<file path="config.mk">
export PLATFORM = sky130hd
export DESIGN_NAME = program_sequencer
export DESIGN_NICKNAME = d
export VERILOG_FILES = /design/src/rtl/program_sequencer_pkg.sv /design/src/rtl/program_sequencer_prog_mem.sv /design/src/rtl/program_sequencer.sv
export SDC_FILE = /design/constraint.sdc
export NUM_CORES = 1
export LEC_CHECK = 0
export CAP_MARGIN = 25
export CORE_ASPECT_RATIO = 2
export CORE_MARGIN = 1
export CORE_UTILIZATION = 50
export DETAILED_ROUTE_END_ITERATION = 12
export DONT_BUFFER_PORTS = 1
export PLACE_DENSITY = 0.75
export SLEW_MARGIN = 20
export SYNTH_ARGS = -nofsm -noshare
export SYNTH_HDL_FRONTEND = slang
export SYNTH_SLANG_ARGS = --single-unit
</file>
<file path="constraint.sdc">
create_clock -name Clk -period 2.95 [get_ports Clk]
set_clock_uncertainty 0.15 [all_clocks]
set_input_delay 0.4425 -clock Clk [delete_from_list [all_inputs] [get_ports Clk]]
set_output_delay 0.4425 -clock Clk [all_outputs]
set_load 0.01 [all_outputs]
</file>
<file path="src/rtl/program_sequencer_pkg.sv">
// -----------------------------------------------------------------------------
// program_sequencer_pkg
// Shared definitions for the program sequencer that feeds the 4-register
// 8-bit processor: the program word layout, the opcode values, the sequencer
// state encoding and small helpers that decode a program word.
//
// Program word layout:
//   bit 7    END marker (stop before issuing this word)
//   bit 6    illegal-opcode flag (any word with bit 6 set is illegal)
//   [6:4]    opcode (MV, MVI, ADD, SUB)
//   [3:2]    destination register X
//   [1:0]    source register Y
// -----------------------------------------------------------------------------
package program_sequencer_pkg;

   localparam int unsigned WORD_W      = 8;
   localparam int unsigned END_BIT     = 7;
   localparam int unsigned ILLEGAL_BIT = 6;

   // An erased program word is an END marker, so an unloaded program halts at once.
   localparam logic [WORD_W-1:0] END_WORD = 8'h80;

   localparam logic [2:0] MV  = 3'b000;
   localparam logic [2:0] MVI = 3'b001;
   localparam logic [2:0] ADD = 3'b010;
   localparam logic [2:0] SUB = 3'b011;

   typedef enum logic [1:0] {
      IDLE  = 2'b00,
      ISSUE = 2'b01,
      WAIT  = 2'b10
   } state_e;

   function automatic logic word_is_end(input logic [WORD_W-1:0] word);
      return word[END_BIT];
   endfunction

   function automatic logic word_is_illegal(input logic [WORD_W-1:0] word);
      return word[ILLEGAL_BIT];
   endfunction

   function automatic logic [2:0] word_opcode(input logic [WORD_W-1:0] word);
      return word[6:4];
   endfunction

   // Instruction counter that sticks at its maximum instead of wrapping.
   function automatic logic [7:0] sat_inc8(input logic [7:0] value);
      logic [7:0] result;
      if (value == 8'hFF) begin
         result = 8'hFF;
      end else begin
         result = value + 8'h01;
      end
      return result;
   endfunction

endpackage

</file>
<file path="src/rtl/program_sequencer_prog_mem.sv">
// -----------------------------------------------------------------------------
// prog_mem
// DEPTH x 8 program register file with one synchronous write port and one
// asynchronous read port. Reset fills every word with the END marker.
//
// Ports:
//   clk_i    system clock, writes on the rising edge
//   rst_ni   asynchronous active-low reset (all words <= END_WORD)
//   we_i     write enable
//   waddr_i  write address
//   wdata_i  write data
//   raddr_i  read address
//   rdata_o  read data, combinational from raddr_i
// -----------------------------------------------------------------------------
module prog_mem
   import program_sequencer_pkg::*;
#(
   parameter int unsigned ADDR_W = 4
) (
   input  logic              clk_i,
   input  logic              rst_ni,
   input  logic              we_i,
   input  logic [ADDR_W-1:0] waddr_i,
   input  logic [WORD_W-1:0] wdata_i,
   input  logic [ADDR_W-1:0] raddr_i,
   output logic [WORD_W-1:0] rdata_o
);

   localparam int unsigned DEPTH = 2 ** ADDR_W;

   logic [WORD_W-1:0] mem_q [DEPTH];

   // Storage array: erased to END on reset, single write port otherwise.
   always_ff @(posedge clk_i or negedge rst_ni) begin
      if (!rst_ni) begin
         for (int unsigned i = 0; i < DEPTH; i++) begin
            mem_q[i] <= END_WORD;
         end
      end else if (we_i) begin
         mem_q[waddr_i] <= wdata_i;
      end
   end

   assign rdata_o = mem_q[raddr_i];

endmodule

</file>
<file path="src/rtl/program_sequencer.sv">
// -----------------------------------------------------------------------------
// program_sequencer
// Upstream feeder for the 4-register 8-bit processor. Holds a loadable
// program and issues one instruction per processor Done. For MVI the PC is
// advanced at issue so DIN carries the immediate during processor T1.
// Execution stops at an END word or an illegal opcode.
//
// Ports:
//   Clk         system clock
//   Resetn      asynchronous active-low reset
//   LoadEn      write LoadData to LoadAddr (only while idle)
//   LoadAddr    program write address
//   LoadData    program word
//   Start       begin execution at address 0 (only while idle)
//   Done        processor Done (combinational from the processor)
//   DIN         program word at PC, to processor DIN
//   Run         processor Run
//   Busy        high while not idle
//   PC          current read address
//   ProgDone    one-cycle pulse in the first idle cycle after a stop
//   Error       stopped on an illegal opcode; cleared by the next Start
//   InstrCount  instructions issued since Start, saturating at 255
// -----------------------------------------------------------------------------
module program_sequencer
   import program_sequencer_pkg::*;
#(
   parameter int unsigned ADDR_W = 4
) (
   input  logic              Clk,
   input  logic              Resetn,
   input  logic              LoadEn,
   input  logic [ADDR_W-1:0] LoadAddr,
   input  logic [WORD_W-1:0] LoadData,
   input  logic              Start,
   input  logic              Done,
   output logic [WORD_W-1:0] DIN,
   output logic              Run,
   output logic              Busy,
   output logic [ADDR_W-1:0] PC,
   output logic              ProgDone,
   output logic              Error,
   output logic [7:0]        InstrCount
);

   localparam logic [ADDR_W-1:0] PC_ONE = {{(ADDR_W-1){1'b0}}, 1'b1};

   state_e            state_q, state_d;
   logic [ADDR_W-1:0] pc_q, pc_d;
   logic [7:0]        cnt_q, cnt_d;
   logic              err_q, err_d;
   logic              pdone_q, pdone_d;

   logic [WORD_W-1:0] word_s;
   logic              stop_s;
   logic              illegal_s;
   logic              mem_we_s;
   logic              run_s;
   logic              busy_s;

   // Loads are accepted only while idle; writes during execution are dropped.
   assign mem_we_s = LoadEn && (state_q == IDLE);

   prog_mem #(
      .ADDR_W (ADDR_W)
   ) u_prog_mem (
      .clk_i   (Clk),
      .rst_ni  (Resetn),
      .we_i    (mem_we_s),
      .waddr_i (LoadAddr),
      .wdata_i (LoadData),
      .raddr_i (pc_q),
      .rdata_o (word_s)
   );

   // END takes precedence over the illegal flag: an END word never raises Error.
   assign illegal_s = !word_is_end(word_s) && word_is_illegal(word_s);
   assign stop_s    = word_is_end(word_s) || word_is_illegal(word_s);

   // FSM state register.
   always_ff @(posedge Clk or negedge Resetn) begin
      if (!Resetn) begin
         state_q <= IDLE;
      end else begin
         state_q <= state_d;
      end
   end

   // FSM next-state logic; Done is only meaningful while waiting.
   always_comb begin
      state_d = state_q;
      case (state_q)
         IDLE: begin
            if (Start) begin
               state_d = ISSUE;
            end else begin
               state_d = IDLE;
            end
         end
         ISSUE: begin
            if (stop_s) begin
               state_d = IDLE;
            end else begin
               state_d = WAIT;
            end
         end
         WAIT: begin
            if (Done) begin
               state_d = ISSUE;
            end else begin
               state_d = WAIT;
            end
         end
         default: begin
            state_d = IDLE;
         end
      endcase
   end

   // FSM outputs: Run only when a legal, non-END word is presented in ISSUE.
   always_comb begin
      run_s  = 1'b0;
      busy_s = 1'b0;
      case (state_q)
         IDLE: begin
            run_s  = 1'b0;
            busy_s = 1'b0;
         end
         ISSUE: begin
            run_s  = !stop_s;
            busy_s = 1'b1;
         end
         WAIT: begin
            run_s  = 1'b0;
            busy_s = 1'b1;
         end
         default: begin
            run_s  = 1'b0;
            busy_s = 1'b0;
         end
      endcase
   end

   // Datapath next values: PC, instruction counter, Error and the stop pulse.
   always_comb begin
      pc_d    = pc_q;
      cnt_d   = cnt_q;
      err_d   = err_q;
      pdone_d = 1'b0;
      case (state_q)
         IDLE: begin
            if (Start) begin
               pc_d  = {ADDR_W{1'b0}};
               cnt_d = 8'h00;
               err_d = 1'b0;
            end else begin
               pc_d  = pc_q;
               cnt_d = cnt_q;
               err_d = err_q;
            end
         end
         ISSUE: begin
            if (stop_s) begin
               pdone_d = 1'b1;
               err_d   = illegal_s;
            end else begin
               cnt_d = sat_inc8(cnt_q);
               // Step onto the immediate so the processor sees it in T1.
               if (word_opcode(word_s) == MVI) begin
                  pc_d = pc_q + PC_ONE;
               end else begin
                  pc_d = pc_q;
               end
            end
         end
         WAIT: begin
            if (Done) begin
               pc_d = pc_q + PC_ONE;
            end else begin
               pc_d = pc_q;
            end
         end
         default: begin
            pc_d    = pc_q;
            pdone_d = 1'b0;
         end
      endcase
   end

   // Datapath registers.
   always_ff @(posedge Clk or negedge Resetn) begin
      if (!Resetn) begin
         pc_q    <= {ADDR_W{1'b0}};
         cnt_q   <= 8'h00;
         err_q   <= 1'b0;
         pdone_q <= 1'b0;
      end else begin
         pc_q    <= pc_d;
         cnt_q   <= cnt_d;
         err_q   <= err_d;
         pdone_q <= pdone_d;
      end
   end

   assign DIN        = word_s;
   assign Run        = run_s;
   assign Busy       = busy_s;
   assign PC         = pc_q;
   assign ProgDone   = pdone_q;
   assign Error      = err_q;
   assign InstrCount = cnt_q;

endmodule

</file>
* Yosys cells after proc, flatten, opt, wreduce, memory -nomap -nowiden *
Cells that the tools add are included.
W data, S select, Z words.

storage, ports and cells
  word-level logic and storage cells = 76
  output and inout bits = 24
  input bits = 17
  register bits = 144

operators by class
  add/subtract/negate cells = 2
  magnitude comparators = 3
  reductions and logical operators = 13
  eq/ne operators = 9
  bitwise operators = 2
  multiplexer cells = 26

operators by type and width
  operator               count
  $bwmux W128            1
  $mux W8                6
  $bmux W8 S4            1
  $demux W8 S4           1
  $mux W4                4
  $pmux W8 S2            1
  $pmux W4 S3            1
  $ge A5 B5 Y1 const B   2
  $ne A2 B2 Y1 const B   5
  $not A4 Y5             2
  $add A8 B1 Y8 const B  1
  $eq A8 B8 Y1 const B   1
  $mux W1                7
  $pmux W2 S3            1
  $reduce_and A3 Y1      2
  $lt A5 B1 Y1 const B   1
  $reduce_and A5 Y1      1
  $add A4 B1 Y4 const B  1
  $mux W2                2
  $eq A3 B1 Y1 const B   1
  $logic_and A1 B1 Y1    3
  $reduce_bool A3 Y1     1
  $eq A2 B1 Y1 const B   1
  $eq A2 B2 Y1 const B   1
  other kinds (6)        7

* Logic depth before layout (Yosys ltp) *
  word-level depth = 8
  mapped depth = 10
  gate-level depth less buffers = 8

* Cells and area by module *
A second synthesis with hierarchy kept.

unflattened totals
  cell total of the unflattened synthesis = 462
  area total of the unflattened synthesis = 6855.3 µm²

by module, submodules not included
  module             cells an instance  sequential area each (µm²)  area each (µm²)  times used
  prog_mem           365                3223.1                      5935.7           1
  program_sequencer  97                 400.4                       919.6            1

* Least setup slack after synthesis *
No wires, ideal clock.

  kind = register to output
  from = reg pc_q[0], in the netlist PC[0]
  to = out DIN[0]
  path slack = 0.028 ns
  stages on the path, launching flop included = 7
  data arrival time = 2.329 ns
  buffers on the path = 4
  required time = 2.358 ns
  cell sequence = dfrtp_1 > buf_6 > buf_6 > buf_2 > buf_2 > mux4_2 > mux4_2

between the ends
  word-level cells in the longest chain between the ends = 4

RTL lines
  what                                         line                              RTL
  start, declared                              program_sequencer.sv:48           logic [ADDR_W-1:0] pc_q, pc_d;
  start signal, assigned                       program_sequencer.sv:192          pc_q <= {ADDR_W{1'b0}};
  start signal, assigned                       program_sequencer.sv:197          pc_q <= pc_d;
  $not A4 Y5 (not written as such)             program_sequencer_prog_mem.sv:44  assign rdata_o = mem_q[raddr_i];
  $bmux W8 S4                                  program_sequencer_prog_mem.sv:44
  $mux W8 (not written as such) (2 in series)  program_sequencer_prog_mem.sv:44
  end, declared                                program_sequencer.sv:36           output logic [WORD_W-1:0] DIN,

Every way passes these cells. The select of a mux whose other input is x is not followed.

* Final worst setup path *
  from = reg pc_q[0], in the netlist PC[0]
  to = out DIN[4]

The elaborated chain is that of the path after synthesis.

==> flow_summary.toml <==
[outcome]
status = "complete, but fails checks"
violations = "DRC, hold timing"

[pwr]
p_per_area_mw_per_mm2 = 1065
ir_drop_mv = 0.6387
power_frac_seq = 0.415
comb_power_share = 0.328
power.internal_uw = 5788
p_total_uw = 8287
p_switching_uw = 2499
pwr-share-clk = 0.257
power.leakage_uw = 0.003399
swShare = 0.3016

[clock_network]
numCtsBuffers = 17
clock-root-buffer = "clkbuf_16"
cts_tree = "yes"
cts_buffer_depth = 2
cts.clk_slew.worst_paths_ps = 60
cts.sinks = 144
htreeDepth = 4
clk_latency_ps = 410

[placed_design]
port_buffers = 0
hpwlAfterDp_mm = 10.79
dp_slack_ps = 163.7
gp_congestion = 0.8199
place_area_mm2 = 0.007111

[timing]
fin_tns_setup_ps = 0
whs_ps = -423.1
worst_slew_pin_slew_ps = 577.2
relSlewSlack = 0.6152
max_clock_freq_mhz = 339.4
slew_violations = 0
setup_ws_ps = 3.845
min_period_ps = 2946
setup_viol = 0
hold_violations = 144
rsz0062_at_grt = "yes"
fin_crit_sh = 0.9987

[worst_setup_path]
critPathMaxFanout = 7
regToRegSetupSlack_ps = 150
worstPathRequired_ps = 2360
r2r_start = "PC[0]"
worstSetupStartpointType = "flop"
path_class = "reg -> out"
r2r-end = "PC[0]"
cp-end-kind = "primary output"
crit_arrival_ps = 2350
r2r_cells = 10

[yosys]
synth_edf_count = 0
yosys.area.top_type = "dfrtp_1"
synthTopCellsByArea = "dfrtp_1, mux2_2, mux4_2"
synth_fa_ha_area_frac = 0.01094
synthFlopType = "dfrtp_1"
synth_nets = 490
synth_cells = 467
ys_warn_count = 0
synth.avg_cell_area_um2 = 14.69
synth_xor_area_frac = 0
synth-simple-area-share = 0.05689
synthTopCellsByCount = "mux2_2, dfrtp_1, nor2_1, mux4_2"
synth-seq-cells = 144
synth.most_common_cell = "mux2_2"
netlist_area_mm2 = 0.006862
muxShareOfSynthArea = 0.3466
ys_seq_area_frac = 0.5281
synth_top_area_frac = 0.4668
postSynth.asyncResetShare = 1.000
synth_cell_types = 48
synth_top_family_by_area = "multiplexers"
synth-compound-area-share = 0.03410

[layout]
final_area_mm2 = 0.007779
drive_gt1_frac = 0.4831
antenna_cells = 0
fillers = 1027
flow.area_growth_from_synthesis_pct = 13.37
nNetsFinal = 514
utilization = 0.5789

[min_path]
hp-class = "in -> async"

[detailed_routing]
first_pass_iters = 11
post-route-drc-count = 5
postRouteAntennaNets = 0
via_per_inst = 6.302
drt_iter0_drc = 231
routed_wl_mm = 15.59
via_count = 4147
wl_per_cell_um = 23.69

[floorplanning]
die_y_um = 167.7
row_count = 60
start_util = 0.5106
die_w_um = 84.84
coreArea_mm2 = 0.01344
fp.dieArea_mm2 = 0.01422
ios = 41

[global_route]
grt.busiest_layer = "met2"
antenna_found_initial = 0
grt_max_degree = 145
use_met2 = 0.4143
grt_pass1_vias = 4507
grtUsageMet3 = 0.04929
grt_usage = 0.2356
grt.overflow.total = 0
use_met1 = 0.2567
grt_first_pass_wirelength_mm = 24.54

[run]
maxCapViolations = 0
## cells by family after synthesis
kind of cell / count (synthesis)
AOI/OAI and AO/OA: 29
DFF: 144
muxes: 178
adders and majority gates: 6
buffers and inverters: 33
and+or+nand+nor: 77
## layout by cell type, fill, tap and decap left out, types with 5 or more instances in the layout
cell and n:
dfstp_2 16, buf_4 23, mux2i_1 14, clkinvlp_4 5, mux4_2 24, buf_6 6, nor2_1 24, a21oi_1 8
mux2_2 129, nand2b_1 8, ha_1 6, inv_1 7, dfrtp_1 126, clkbuf_16 17, nand2_1 15, mux4_1 8
## worst max path at each step
stage | from | endpoint | slack, ps | depth (start not counted)
2_1_floorplan | PC[0] | DIN[0] | 30 | 6
5_1_grt | PC[0] | DIN[3] | -30 | 4
3_5_place_dp | PC[0] | PC[0] | 160 | 7
4_1_cts | PC[0] | DIN[4] | -2 | 6
3_3_place_gp | PC[0] | PC[0] | 210 | 7
6_report | PC[0] | DIN[4] | 4 | 6
## layer usage
layer	vias up	part of all wire
met5	-	0
met4	0	0.051
met3	44	0.039
met2	123	0.54
met1	2188	0.37
li1	1792	-
## layout make-up
cell class / count / area, um^2 / area share
multi-input combinational: 290 / 3097 / 0.3981
clock inverter: 10 / 137.6 / 0.01769
tap: 155 / 193.9 / 0.02493
sequential: 144 / 3626 / 0.4661
clock buffer: 21 / 450.4 / 0.05791
inverter: 9 / 33.78 / 0.004343
timing repair buffer: 29 / 240.2 / 0.03088
## per-stage QoR
stage	cells	hold slack [ps]
after global routing	658	-439.3
after detailed placement	622	3.556
after global placement	622	-0.2431
final	658	-423.1
after CTS	656	-435.5
after floorplan	467	-3.091
## what timing repair did
item	in CTS	in global routing
pin swaps	2	4
endpoints found under the hold margin	144	144
endpoints found under the setup margin	3	7
gates cloned	0	0
setup buffers	3	2
resized for setup	8	8
## power by group through the flow
stage                     clock network (uW)  registers (uW)  logic [uW]
after floorplan                            0            3230        2120
after global placement                     0            3380        2480
after detailed placement                   0            3450        2580
after CTS                               2160            3430        2680
after global routing                    2250            3520        2910
final                                   2130            3440        2720
## flip-flops by register name, summed over array words and instances (netlist names)
register	flops
Error	1
InstrCount	8
PC	4
ProgDone	1
state_q	2
u_prog_mem.mem_q	128
## critical path, cell delays in order, from the launching register on
cell and delay [ps]:
dfrtp_2 480, buf_4 180, buf_6 150, mux4_1 580, mux2i_2 230, mux2i_1 140, buf_4 180
Power figures use the tool's default switching activity.
